$ cat src/rtl/sprite_dma_pkg.sv
// rtl/sprite_dma_pkg.sv - shared config offsets, control/status bits and FSM states for sprite_dma
package sprite_dma_pkg;

  localparam logic [1:0] CFG_SRC_LO = 2'd0;
  localparam logic [1:0] CFG_SRC_HI = 2'd1;
  localparam logic [1:0] CFG_CTRL   = 2'd2;
  localparam logic [1:0] CFG_STATUS = 2'd3;

  localparam int CTRL_AUTO_BIT   = 0;
  localparam int CTRL_START_BIT  = 1;
  localparam int STATUS_BUSY_BIT = 0;
  localparam int STATUS_DONE_BIT = 1;

  typedef enum logic [2:0] {
    ST_IDLE,
    ST_LOAD,
    ST_REQ,
    ST_WRITE,
    ST_DONE
  } dma_state_t;

endpackage

$ cat src/rtl/sprite_dma_vsync_edge.sv
// rtl/sprite_dma_vsync_edge.sv - registers vsync and emits a one-cycle pulse on its rising edge
module sprite_dma_vsync_edge (
  input  logic clk,
  input  logic reset,
  input  logic vsync,
  output logic rise
);

  logic vs_q;
  logic vs_prev;

  always_ff @(posedge clk or negedge reset) begin
    if (!reset) begin
      vs_q    <= 1'b0;
      vs_prev <= 1'b0;
    end else begin
      vs_q    <= vsync;
      vs_prev <= vs_q;
    end
  end

  assign rise = vs_q & ~vs_prev;

endmodule

$ cat src/rtl/sprite_dma.sv
// rtl/sprite_dma.sv - copies NSPR*SPR_BYTES bytes from RAM into the sprite register files
module sprite_dma
  import sprite_dma_pkg::*;
#(
  parameter int NSPR      = 4,
  parameter int SPR_BYTES = 10,
  parameter int AW        = 16
) (
  input  logic            clk,
  input  logic            reset,
  input  logic            cfg_cs,
  input  logic            cfg_rw,
  input  logic [1:0]      cfg_addr,
  input  logic [7:0]      cfg_di,
  output logic [7:0]      cfg_dout,
  input  logic            vsync,
  output logic            mem_req,
  output logic [AW-1:0]   mem_addr,
  input  logic            mem_ack,
  input  logic [7:0]      mem_di,
  output logic [NSPR-1:0] spr_sel,
  output logic            spr_rw,
  output logic [3:0]      spr_addr,
  output logic [7:0]      spr_do,
  output logic            busy
);

  localparam int SW = (NSPR > 1) ? $clog2(NSPR) : 1;
  localparam logic [SW-1:0] S_LAST = SW'(NSPR - 1);
  localparam logic [3:0]    B_LAST = 4'(SPR_BYTES - 1);

  dma_state_t    state, state_n;
  logic [15:0]   src_q;
  logic          auto_q;
  logic          done_q;
  logic [AW-1:0] ptr;
  logic [SW-1:0] s;
  logic [3:0]    b;
  logic [7:0]    data_q;
  logic          vsync_rise;
  logic          cfg_wr, cfg_rd, start_wr, trigger, last_byte;
  logic [7:0]    status;

  sprite_dma_vsync_edge u_vsync_edge (
    .clk   (clk),
    .reset (reset),
    .vsync (vsync),
    .rise  (vsync_rise)
  );

  assign cfg_wr    = cfg_cs & cfg_rw;
  assign cfg_rd    = cfg_cs & ~cfg_rw;
  assign start_wr  = cfg_wr && (cfg_addr == CFG_CTRL) && cfg_di[CTRL_START_BIT];
  assign trigger   = start_wr | (vsync_rise & auto_q);
  assign last_byte = (s == S_LAST) && (b == B_LAST);

  always_comb begin
    status = 8'h00;
    status[STATUS_BUSY_BIT] = busy;
    status[STATUS_DONE_BIT] = done_q;
  end

  // Config registers; start is never stored, so CTRL reads back only auto.
  always_ff @(posedge clk or negedge reset) begin
    if (!reset) begin
      src_q    <= 16'h0000;
      auto_q   <= 1'b0;
      cfg_dout <= 8'h00;
    end else begin
      if (cfg_wr) begin
        case (cfg_addr)
          CFG_SRC_LO: src_q[7:0]  <= cfg_di;
          CFG_SRC_HI: src_q[15:8] <= cfg_di;
          CFG_CTRL:   auto_q      <= cfg_di[CTRL_AUTO_BIT];
          default:    ;
        endcase
      end
      if (cfg_rd) begin
        case (cfg_addr)
          CFG_SRC_LO: cfg_dout <= src_q[7:0];
          CFG_SRC_HI: cfg_dout <= src_q[15:8];
          CFG_CTRL:   cfg_dout <= {7'b0, auto_q};
          default:    cfg_dout <= status;
        endcase
      end
    end
  end

  // Completion wins over a CTRL write landing on the same edge.
  always_ff @(posedge clk or negedge reset) begin
    if (!reset) begin
      done_q <= 1'b0;
    end else if (state == ST_DONE) begin
      done_q <= 1'b1;
    end else if (cfg_wr && (cfg_addr == CFG_CTRL)) begin
      done_q <= 1'b0;
    end
  end

  always_ff @(posedge clk or negedge reset) begin
    if (!reset) begin
      state <= ST_IDLE;
      busy  <= 1'b0;
    end else begin
      state <= state_n;
      busy  <= (state_n != ST_IDLE);
    end
  end

  // ptr is a working copy so SRC can be reprogrammed mid-transfer.
  always_ff @(posedge clk or negedge reset) begin
    if (!reset) begin
      ptr    <= '0;
      s      <= '0;
      b      <= 4'd0;
      data_q <= 8'h00;
    end else begin
      case (state)
        ST_LOAD: begin
          ptr <= AW'(src_q);
          s   <= '0;
          b   <= 4'd0;
        end
        ST_REQ: begin
          if (mem_ack) data_q <= mem_di;
        end
        ST_WRITE: begin
          ptr <= ptr + AW'(1);
          if (b == B_LAST) begin
            b <= 4'd0;
            s <= s + SW'(1);
          end else begin
            b <= b + 4'd1;
          end
        end
        default: ;
      endcase
    end
  end

  always_comb begin
    state_n  = state;
    mem_req  = 1'b0;
    mem_addr = '0;
    spr_sel  = '0;
    spr_rw   = 1'b0;
    spr_addr = 4'd0;
    spr_do   = 8'h00;
    case (state)
      ST_IDLE:  if (trigger) state_n = ST_LOAD;
      ST_LOAD:  state_n = ST_REQ;
      ST_REQ: begin
        mem_req  = 1'b1;
        mem_addr = ptr;
        if (mem_ack) state_n = ST_WRITE;
      end
      ST_WRITE: begin
        spr_sel  = NSPR'(1) << s;
        spr_rw   = 1'b1;
        spr_addr = b;
        spr_do   = data_q;
        state_n  = last_byte ? ST_DONE : ST_REQ;
      end
      ST_DONE:  state_n = ST_IDLE;
      default:  state_n = ST_IDLE;
    endcase
  end

endmodule

$ cat config.mk
export PLATFORM = sky130hd
export DESIGN_NAME = sprite_dma
export DESIGN_NICKNAME = d
export VERILOG_FILES = /design/src/rtl/sprite_dma_pkg.sv /design/src/rtl/sprite_dma_vsync_edge.sv /design/src/rtl/sprite_dma.sv
export SDC_FILE = /design/constraint.sdc
export NUM_CORES = 1
export LEC_CHECK = 0
export ABC_CLOCK_PERIOD_IN_PS = 2300
export CAP_MARGIN = 20
export CORE_ASPECT_RATIO = 2
export CORE_UTILIZATION = 35
export CTS_CLUSTER_DIAMETER = 150
export DETAILED_ROUTE_END_ITERATION = 10
export PLACE_DENSITY_LB_ADDON = 0.3
export SYNTH_ARGS = -nofsm -noshare
export SYNTH_HDL_FRONTEND = slang
export SYNTH_HIERARCHICAL = 1
export SYNTH_SLANG_ARGS = --single-unit
$ cat constraint.sdc
create_clock -name clk -period 2.3 [get_ports clk]
set_input_delay 0.46 -clock clk [delete_from_list [all_inputs] [get_ports clk]]
set_output_delay 0.46 -clock clk [all_outputs]
set_load 0.02 [all_outputs]
==> results.toml <==
[die]
die_w_um = 70.2
start_util = 0.361
io_pins = 67
coreArea_um2 = 9010
die_area_um2 = 9700
chipHeight_um = 138
num_rows = 49

[job]
maxCapViolations = 0

[logic_synthesis]
syn-cell-area_um2 = 3250
syn_nets = 339
synth_commonest_cells = "dfrtp_1, and2_1, nand2_1"
yosysTopAreaCell = "dfrtp_1"
yosysMostFrequentCell = "dfrtp_1"
synth.distinct_cells = 48
postSynthCellCount = 308
synth_flop_cell = "dfrtp_1"
syn_area_per_cell_um2 = 10.6
synth_top_area_frac = 0.477
synth_seq_cells = 62
yosys-top-cells-area = "dfrtp_1, and2_1, mux2_2"
seq_area_frac_synth = 0.477
synth_edf_count = 0
async_flop_share = 1.00
yosys_warnings = 6

[sta]
setup_viol = 0
fmax_mhz = 467
fin_setup_tns_ps = 0
finalCriticalPeriod_ps = 2140
slew_violations = 0
setup_ws_ps = 158
fin_skew_ps = 4.10
grt_setup_unrepaired = "false"
tightest_slew_ps = 607
hold_viol_final = 0
period_share = 0.931
slew_headroom = 0.596

[detailed_routing]
detail_route.wl_per_cell_um = 16.1
drc = 0
viasPerCell = 5.29
vias = 2556
drt-pass1-iter-count = 4
drtIter0Drc = 145
drt-total-wl_um = 7750
ant_nets = 0

[cells_and_area]
num-nets-final = 408
diodes = 0
n_fill_cell = 854
layout-drive-gt1-share = 0.136
final_util = 0.472
areaGrowthSynthToFinish_pct = 30.7

[setup_path]
cp-start-kind = "flip-flop"
reg2regPathDepth = 4
cp-end-kind = "output pin"
reg2reg_from = "ptr[3]"
reg2reg_to = "ptr[15]"
worstSetupPathType = "flip-flop to output pin"
crit_required_ps = 1840
r2r_slack_ps = 430
crit_arrival_ps = 1680
cp_max_fo = 17

[power]
p_leak_nw = 1.93
power_density_nw_per_um2 = 1190
peakVddDrop_uv = 426
p_total_mw = 5.04

[placement]
dpl.hpwl_um = 5910
io_buffer_count = 66
dp_slack_ps = 163
routabilityCongestion = 0.877

[global_route]
track_usage = 0.173
grt_pass1_vias = 2661
grt_max_degree = 39
grt_pass1_wl_um = 13100
antenna_found_initial = 0
grt_overflow = 0

[clock_tree]
cts_tree = "yes"
cts_root_buffer = "clkbuf_16"
cts_buffer_depth = 2
cts.sinks = 62
cts_inserted_buffers = 9
cts.htree.levels = 3
hold_buffers = 0
clk_latency_ps = 320
clk_pin_slew_ps = 50

[hold_path]
hp-class = "input port to async pin"

[status]
outcome = "complete, no violations"
placed cells by master (no fill, tap or decap), types with 2 or more instances in the layout:
cell / netlist / final
mux2_1: 8 / 8
dfrtp_1: 62 / 60
nor2b_1: 2 / 2
o31ai_1: 2 / 2
mux2i_1: 11 / 11
nand2b_1: 2 / 2
nor3_1: 7 / 7
and3_1: 2 / 2
nand4b_1: 2 / 2
clkbuf_8: 0 / 2
nand2_1: 31 / 31
nor4_2: 2 / 2
nand3_1: 6 / 6
buf_4: 2 / 7
o21ai_0: 16 / 16
o21ai_1: 3 / 3
dlygate4sd2_1: 0 / 33
and2_1: 33 / 33
a311oi_1: 2 / 2
inv_1: 7 / 7
clkbuf_1: 6 / 3
clkdlybuf4s50_1: 0 / 31
xor2_1: 2 / 2
a22oi_1: 4 / 4
clkbuf_16: 0 / 9
nand4_1: 3 / 3
a22o_1: 2 / 2
a221o_1: 2 / 2
a21oi_1: 12 / 12
or4_1: 2 / 2
nor2_1: 13 / 13
dfrtp_2: 0 / 2
nand3b_1: 2 / 2
mux2_2: 18 / 18
ha_1: 7 / 7
o22ai_1: 11 / 11
cells by family after synthesis:
family                     count (synthesis)  synth area share
and+or+nand+nor                          117             0.212
DFF                                       62             0.477
AOI/OAI and AO/OA                         58             0.109
muxes                                     38             0.131
buffers and inverters                     24            0.0392
adders and majority gates                  7            0.0269
xor gates and xnor gates                   2           0.00539
per-layer routing:
layer / vias up / track usage / wire length, um / part of all wire
met2: 60 / 0.306 / 4210 / 0.54
met1: 1242 / 0.190 / 3010 / 0.39
li1: 1233 / - / - / -
met4: 0 / 0.100 / 291 / 0.038
met5: - / 0 / 0 / 0
met3: 21 / 0.0321 / 238 / 0.031
report_power, final:
part	leakage [nW]	switching [mW]	total, mW	internal (mW)
Sequential	0.744	0.341	1.76	1.42
Clock	0.133	0.448	1.23	0.780
Combinational	1.06	1.11	2.05	0.932
Total	1.93	1.90	5.04	3.14
layout make-up:
| class | instances | area (um^2) | area share |
|---|---|---|---|
| multi-input cells | 222 | 1570 | 0.370 |
| flip-flops and latches | 62 | 1550 | 0.366 |
| repair buffers | 75 | 701 | 0.165 |
| clock buffers | 14 | 264 | 0.0621 |
| well taps | 102 | 128 | 0.0300 |
| inverters | 7 | 26.3 | 0.00618 |
| clock inverters | 1 | 5.00 | 0.00118 |
worst max-delay path, cell delays in order, from the launching register on:
cell	delay (ps)
dfrtp_2	450
nor3b_2	210
buf_4	210
and2_1	140
dlygate4sd2_1	330
through the flow:
step / std cells / area [um^2] / hold slack (ps)
2_1_floorplan: 308 / 3250 / 164
3_3_place_gp: 468 / 4010 / 366
3_5_place_dp: 468 / 4010 / 370
4_1_cts: 483 / 4250 / 162
5_1_grt: 483 / 4250 / 183
6_report: 483 / 4250 / 142
state kept, by name, indices dropped and copies added (netlist names):
signal / count
cfg_dout: 8
busy: 1
b: 4
s: 2
u_vsync_edge/vs_q: 1
state: 3
src_q: 16
auto_q: 1
u_vsync_edge/vs_prev: 1
ptr: 16
data_q: 8
done_q: 1
worst max-delay path by stage:
stage,start,to
after global routing,state[0],mem_addr[8]
after floorplan,state[0],mem_addr[10]
after CTS,state[2],spr_rw
final,state[0],mem_addr[5]
after detailed placement,state[0],spr_do[2]
after global placement,state[0],spr_do[0]
what timing repair did:
action | CTS | global route
gates resized for setup | 36 | 1
setup endpoints to repair | 34 | 1
setup buffers | 0 | 0
hold endpoints to repair | 0 | 0
No activity file was read; power rests on OpenSTA's default activity.
